File: src/rtl/ca_pkg.sv
// Shared state encoding, rule constants and the per-cell rule lookup
// for the cellular-automaton line stepper.
package ca_pkg;

   typedef enum logic [2:0] {
      S_IDLE  = 3'd0,
      S_PRIME = 3'd1,
      S_RUN   = 3'd2,
      S_FLUSH = 3'd3,
      S_DONE  = 3'd4
   } ca_state_t;

   localparam logic [7:0] RULE_30  = 8'd30;
   localparam logic [7:0] RULE_90  = 8'd90;
   localparam logic [7:0] RULE_110 = 8'd110;

   localparam int CELLS_PER_WORD = 16;

   // The neighbourhood {L,C,R} selects one bit of the Wolfram rule number.
   function automatic logic rule_lookup(input logic [7:0] rule, input logic [2:0] nbhd);
      return rule[nbhd];
   endfunction

endpackage

File: src/rtl/ca_word_eval.sv
// Combinational next-generation evaluation of one 16-cell word, given the
// edge neighbours from the adjacent words. Bit 15 is the leftmost cell.
module ca_word_eval
   import ca_pkg::*;
(
   input  logic                      i_left,
   input  logic [CELLS_PER_WORD-1:0] i_word,
   input  logic                      i_right,
   input  logic [7:0]                i_rule,
   output logic [CELLS_PER_WORD-1:0] o_next
);

   logic [CELLS_PER_WORD+1:0] w_ext;

   assign w_ext = {i_left, i_word, i_right};

   // Each cell looks at the 3-bit slice {left, self, right} of the extended word.
   always_comb begin
      o_next = '0;
      for (int b = 0; b < CELLS_PER_WORD; b++) begin
         o_next[b] = rule_lookup(i_rule, w_ext[b +: 3]);
      end
   end

endmodule

File: src/rtl/ca_line_stepper.sv
// Computes one generation of a 1-D elementary cellular automaton per line,
// reading one RAM half and writing the other. CA_WRAP_EN selects a toroidal line.
module ca_line_stepper
   import ca_pkg::*;
#(
   parameter int WORDS  = 64,
   parameter int ADDR_W = 8,
   parameter int DATA_W = 16
)
(
   input  logic              clk,
   input  logic              rst_n,
   input  logic              start,
   input  logic              direction,
   input  logic [7:0]        rule,
   output logic              read,
   output logic [ADDR_W-1:0] raddr,
   input  logic [DATA_W-1:0] rdata,
   output logic              write,
   output logic [ADDR_W-1:0] waddr,
   output logic [DATA_W-1:0] wdata,
   output logic              busy,
   output logic              done
);

`ifdef CA_WRAP_EN
   localparam logic WRAP = 1'b1;
`else
   localparam logic WRAP = 1'b0;
`endif

   localparam int CNT_W = $clog2(WORDS + 4);
   // r_cyc holds the index of the cycle that the next clock edge ends.
   localparam logic [CNT_W-1:0] C_LAST_CAP = CNT_W'(WORDS);
   localparam logic [CNT_W-1:0] C_FIRST_WR = CNT_W'(2);
   localparam logic [CNT_W-1:0] C_LAST_WR  = CNT_W'(WORDS + 1);
   localparam logic [CNT_W-1:0] C_END      = CNT_W'(WORDS + 2);

   ca_state_t         r_state;
   logic [CNT_W-1:0]  r_cyc;
   logic [7:0]        r_rule;
   logic [ADDR_W-1:0] r_src;
   logic [ADDR_W-1:0] r_dst;
   logic [DATA_W-1:0] r_cur;
   logic              r_left;
   logic              r_w0_b15;
   logic              r_read;
   logic [ADDR_W-1:0] r_raddr;
   logic              r_write;
   logic [ADDR_W-1:0] r_waddr;
   logic [DATA_W-1:0] r_wdata;
   logic              r_busy;
   logic              r_done;

   logic [ADDR_W-1:0] w_src_sel;
   logic [ADDR_W-1:0] w_dst_sel;
   logic              w_right;
   logic [DATA_W-1:0] w_next;

   assign w_src_sel = direction ? ADDR_W'(WORDS) : '0;
   assign w_dst_sel = direction ? '0 : ADDR_W'(WORDS);

   // The last word has no following read; its right neighbour is word 0's MSB.
   assign w_right = (r_cyc == C_LAST_WR) ? (WRAP ? r_w0_b15 : 1'b0) : rdata[DATA_W-1];

   ca_word_eval u_eval (
      .i_left  (r_left),
      .i_word  (r_cur),
      .i_right (w_right),
      .i_rule  (r_rule),
      .o_next  (w_next)
   );

   // Line sequencer: issues reads, shifts the word window and writes results.
   always_ff @(posedge clk or negedge rst_n) begin
      if (!rst_n) begin
         r_state  <= S_IDLE;
         r_cyc    <= '0;
         r_rule   <= '0;
         r_src    <= '0;
         r_dst    <= '0;
         r_cur    <= '0;
         r_left   <= 1'b0;
         r_w0_b15 <= 1'b0;
         r_read   <= 1'b0;
         r_raddr  <= '0;
         r_write  <= 1'b0;
         r_waddr  <= '0;
         r_wdata  <= '0;
         r_busy   <= 1'b0;
         r_done   <= 1'b0;
      end else begin
         case (r_state)
            S_IDLE: begin
               r_done  <= 1'b0;
               r_write <= 1'b0;
               if (start) begin
                  r_rule  <= rule;
                  r_src   <= w_src_sel;
                  r_dst   <= w_dst_sel;
                  r_raddr <= w_src_sel + ADDR_W'(WORDS - 1);
                  r_read  <= 1'b1;
                  r_busy  <= 1'b1;
                  r_cyc   <= '0;
                  r_state <= S_PRIME;
               end else begin
                  r_read <= 1'b0;
                  r_busy <= 1'b0;
               end
            end
            S_PRIME, S_RUN, S_FLUSH: begin
               r_cyc <= r_cyc + CNT_W'(1);
               // Without wrap the primed word is masked so pixel 0 sees a zero left edge.
               if (r_cyc <= C_LAST_CAP) begin
                  r_cur  <= ((r_cyc == '0) && !WRAP) ? '0 : rdata;
                  r_left <= r_cur[0];
               end
               if (r_cyc == CNT_W'(1)) begin
                  r_w0_b15 <= rdata[DATA_W-1];
               end
               if (r_cyc < C_LAST_CAP) begin
                  r_read  <= 1'b1;
                  r_raddr <= r_src + ADDR_W'(r_cyc);
               end else begin
                  r_read  <= 1'b0;
               end
               if ((r_cyc >= C_FIRST_WR) && (r_cyc <= C_LAST_WR)) begin
                  r_write <= 1'b1;
                  r_waddr <= r_dst + ADDR_W'(r_cyc) - ADDR_W'(2);
                  r_wdata <= w_next;
               end else begin
                  r_write <= 1'b0;
               end
               if (r_cyc == '0) begin
                  r_state <= S_RUN;
               end else if (r_cyc == C_LAST_CAP) begin
                  r_state <= S_FLUSH;
               end else if (r_cyc == C_END) begin
                  r_busy  <= 1'b0;
                  r_done  <= 1'b1;
                  r_state <= S_DONE;
               end
            end
            S_DONE: begin
               r_done  <= 1'b0;
               r_state <= S_IDLE;
            end
            default: begin
               r_read  <= 1'b0;
               r_write <= 1'b0;
               r_busy  <= 1'b0;
               r_done  <= 1'b0;
               r_state <= S_IDLE;
            end
         endcase
      end
   end

   assign read  = r_read;
   assign raddr = r_raddr;
   assign write = r_write;
   assign waddr = r_waddr;
   assign wdata = r_wdata;
   assign busy  = r_busy;
   assign done  = r_done;

endmodule

File: config.mk
export PLATFORM = sky130hd
export DESIGN_NAME = ca_line_stepper
export DESIGN_NICKNAME = d
export VERILOG_FILES = /design/src/rtl/ca_pkg.sv /design/src/rtl/ca_word_eval.sv /design/src/rtl/ca_line_stepper.sv
export SDC_FILE = /design/constraint.sdc
export NUM_CORES = 1
export LEC_CHECK = 0
export BUFFER_PORTS_ARGS = -buffer_cell sky130_fd_sc_hd__buf_2
export CORE_MARGIN = 2
export CORE_UTILIZATION = 44
export CTS_CLUSTER_DIAMETER = 120
export CTS_CLUSTER_SIZE = 12
export DETAILED_ROUTE_END_ITERATION = 8
export PLACE_DENSITY_LB_ADDON = 0.15
export RECOVER_POWER = 50
export SLEW_MARGIN = 0
export SYNTH_ARGS = -nofsm -noshare
export SYNTH_HDL_FRONTEND = slang
export SYNTH_SLANG_ARGS = --single-unit
File: constraint.sdc
create_clock -name clk -period 1.7 [get_ports clk]
set_input_delay 0.255 -clock clk [delete_from_list [all_inputs] [get_ports clk]]
set_output_delay 0.255 -clock clk [all_outputs]
set_load 0.02 [all_outputs]
==> run_results.csv <==
group,metric,value,unit
clock_network,numCtsBuffers,9,
power_and_ir_drop,p_per_area,579,mW/mm^2
placed_design,place_congestion,0.864,
placed_design,place.detailed.hpwl,6780,um
finish,seq_area,0.00183,sq mm
critical_path,cp.arrival,1.99,ns
finish,fin_nets,551,
hold_path,min_path_type,"primary input to register",
global_routing,grt_usage,0.197,
timing,tightest_slew,1.02,ns
floorplanning,pin_count,64,
power_and_ir_drop,comb_power_share,0.039,
global_routing,grt_pass1_vias,3123,
finish,fillers,846,
finish,drive_gt1_frac,0.395,
synthesis,syn_inst,413,
synthesis,syn-num-nets,463,
power_and_ir_drop,power_switching,822,uW
synthesis,ys_warn_count,0,
critical_path,cp_num_buf_inv,2,
critical_path,cp.required,1.97,ns
critical_path,cp_cell_sequence,"inv_4, ha_4, nand2b_4, a41o_1, a31o_4, buf_12, o31ai_4",
detailed_routing,dr.max_layer_used,"met4",
finish,n_antenna_cell,0,
detailed_routing,drt_pass1_iterations,4,
floorplanning,die_area,0.0105,sq mm
power_and_ir_drop,max-vdd-ir-drop,0.338,mV
floorplanning,initial_utilization,0.447,
placed_design,pre_cts_slack,-0.103,ns
finish,final_cell_mix,"nand2_1 (84), dfrtp_1 (70), buf_2 (56), buf_4 (37), mux4_2 (32)",
outcome,outcome,"finished, violations left",
synthesis,synth_area_per_cell,10.4,sq um
finish,area_growth,28.2,%
finish,final_common_cell,"nand2_1",
critical_path,worstSetupPathType,"register to register",
global_routing,grt_pass1_wl,16000,um
clock_network,tritoncts,"yes",
global_routing,grt_start_max_net_pins,74,
synthesis,synth-seq-area-share,0.426,
power_and_ir_drop,switching_share,0.258,
detailed_routing,met3_length,647,um
power_and_ir_drop,p_leak,2.51,nW
clock_network,clock_latency,0.36,ns
power_and_ir_drop,seqPwrFrac,0.567,
power_and_ir_drop,clkPwrFrac,0.394,
timing,skew,0.0143,ns
detailed_routing,drc,0,
timing,post-route-period-util,1.01,
synthesis,synth_enable_flop_cells,0,
detailed_routing,finalWirelength,10400,um
power_and_ir_drop,fin_total_pwr,3.18,mW
placed_design,io_buffers,63,
timing,setup_slack,-0.0188,ns
synthesis,synthesis.area,0.00429,sq mm
detailed_routing,wl_per_cell,16.3,um
detailed_routing,met2WireLength,4520,um
timing,hold_viol,0,
detailed_routing,drt-met1-wl,5140,um
critical_path,rrSetupSlack,-0.02,ns
clock_network,root_buffer,"clkbuf_8",
synthesis,ys_seq_elements,73,
detailed_routing,num_vias,3341,
clock_network,path_clk_slew,0.08,ns
critical_path,cpMaxStageDelayCell,"dfrtp_1",
timing,maxSlewHeadroom,0.317,
floorplanning,die_w,103,um
critical_path,crit_fanout,8,
clock_network,htree_levels,3,
floorplanning,rows,36,
clock_network,max-clock-path-buffers,2,
critical_path,critPathLaunchType,"register",
outcome,violations,"negative setup slack",
critical_path,slowest_delay,0.40,ns
synthesis,yosys.area.top_type_share,0.426,
synthesis,synth_area_leaders,"dfrtp_1 (43%), mux4_2 (17%), nand2_1 (8.1%), ha_1 (6.1%), o21ai_0 (4.9%)",
critical_path,end_kind,"register",
timing,slew_viol_final,0,
floorplanning,die_y,103,um
floorplanning,core_area,0.00959,sq mm
synthesis,async_flop_share,1.00,
timing,timing.fmax,0.582,GHz
global_routing,antenna_found_initial,0,
detailed_routing,drtIter0Drc,262,
timing,post-route-min-period,1.72,ns
synthesis,synth_cell_types,41,
job,drv_cap,0,
clock_network,clkSinkCount,73,
critical_path,crit_family,"compound AO/OA/AOI/OAI gates",
synthesis,yosysTopAreaCell,"dfrtp_1",
synthesis,ys.flop_type,"dfrtp_1",
finish,multiInputGateArea,0.00241,sq mm
detailed_routing,antenna_left,0,
power_and_ir_drop,p_int,2.36,mW
global_routing,globalRoute.totalOverflow,0,
timing,setup_violations,2,
detailed_routing,viasPerCell,5.23,
timing,rsz0062_at_grt,"yes",
[registers in the layout, indices dropped and copies added, names as in the netlist]
| register | cells |
|---|---|
| waddr | 8 |
| r_state | 3 |
| r_src | 1 |
| raddr | 8 |
| wdata | 16 |
| r_rule | 8 |
| done | 1 |
| r_left | 1 |
| r_cyc | 7 |
| write | 1 |
| r_dst | 1 |
| read | 1 |
| busy | 1 |
| r_cur | 16 |
[worst paths after layout]
kind	from	endpoint	depth (start not counted)
worst min-delay path	rule[2]	r_rule[2]$_DFFE_PN0P_	3
worst min register to register	waddr[3]$_DFFE_PN0P_	waddr[3]$_DFFE_PN0P_	2
min in group asynchronous	rst_n	raddr[3]$_DFFE_PN0P_	3
worst max register to register	r_cyc[2]$_DFFE_PN0P_	waddr[7]$_DFFE_PN0P_	7
worst max-delay path	r_cyc[2]$_DFFE_PN0P_	waddr[7]$_DFFE_PN0P_	7
max in group asynchronous	rst_n	r_cyc[1]$_DFFE_PN0P_	3
[layout make-up]
cell class	count	area share
Tap cell	133	0.0303
Clock inverter	6	0.00797
Timing Repair Buffer	114	0.154
Inverter	16	0.0123
Sequential cell	73	0.333
Multi-Input combinational cell	287	0.439
Clock buffer	10	0.0232
[power groups by stage]
stage	Sequential (mW)	Clock [mW]	Combinational (mW)
2_1_floorplan	1.80	0	0.0951
3_3_place_gp	1.84	0	0.126
3_5_place_dp	1.84	0	0.129
4_1_cts	1.81	1.27	0.131
5_1_grt	1.81	1.35	0.142
6_report	1.81	1.25	0.124
[what timing repair did]
action	in CTS	in global routing
pin swaps	4	10
hold buffers	1	0
cloned	0	8
setup buffers	2	5
resized for setup	9	60
setup endpoints to repair	40	45
hold endpoints to repair	73	0
[synth_stat cells, types with 2 or more instances]
library cell / instances
nand2_1: 93
dfrtp_1: 73
o21ai_0: 42
mux4_2: 32
clkbuf_1: 27
ha_1: 21
nor2_1: 18
inv_1: 16
mux2i_1: 16
nand3_1: 9
a21oi_1: 8
buf_2: 7
a31oi_1: 6
o21ai_2: 6
o21ai_1: 4
nand2b_1: 3
xnor2_1: 3
a21boi_0: 2
buf_6: 2
nand4_1: 2
nor2b_1: 2
o21bai_1: 2
[cells by family after synthesis]
kind of cell	synth area share
XOR/XNOR	0.00613
adder cells (fa/ha/maj)	0.0660
AND/OR/NAND/NOR	0.125
flip-flops	0.426
buffers and inverters	0.0522
AO/OA/AOI/OAI	0.116
multiplexers	0.208
[worst min-delay path: stages]
cell	delay [ns]
buf_2	0.07
nand2_1	0.04
nand2_1	0.05
[routing by layer]
| metal | track usage | vias to the layer above |
|---|---|---|
| met4 | 0.0585 | 0 |
| met3 | 0.0380 | 11 |
| met2 | 0.267 | 113 |
| met5 | 0 | - |
| li1 | - | 1628 |
| met1 | 0.318 | 1589 |
[through the flow]
step / utilization / hold slack, ns / cell area [sq um] / setup TNS, ns / std cells
2_1_floorplan: - / -0.0406 / 4320 / -0.123 / 413
3_3_place_gp: 0.515 / 0.317 / 4940 / -0.00200 / 607
3_5_place_dp: 0.515 / 0.320 / 4940 / -1.36 / 607
4_1_cts: 0.539 / 0.0892 / 5170 / -0.0651 / 626
5_1_grt: 0.573 / 0.0968 / 5490 / -0.787 / 639
6_report: 0.573 / 0.0947 / 5490 / -0.0252 / 639
No activity file was read; power rests on OpenSTA's default activity.
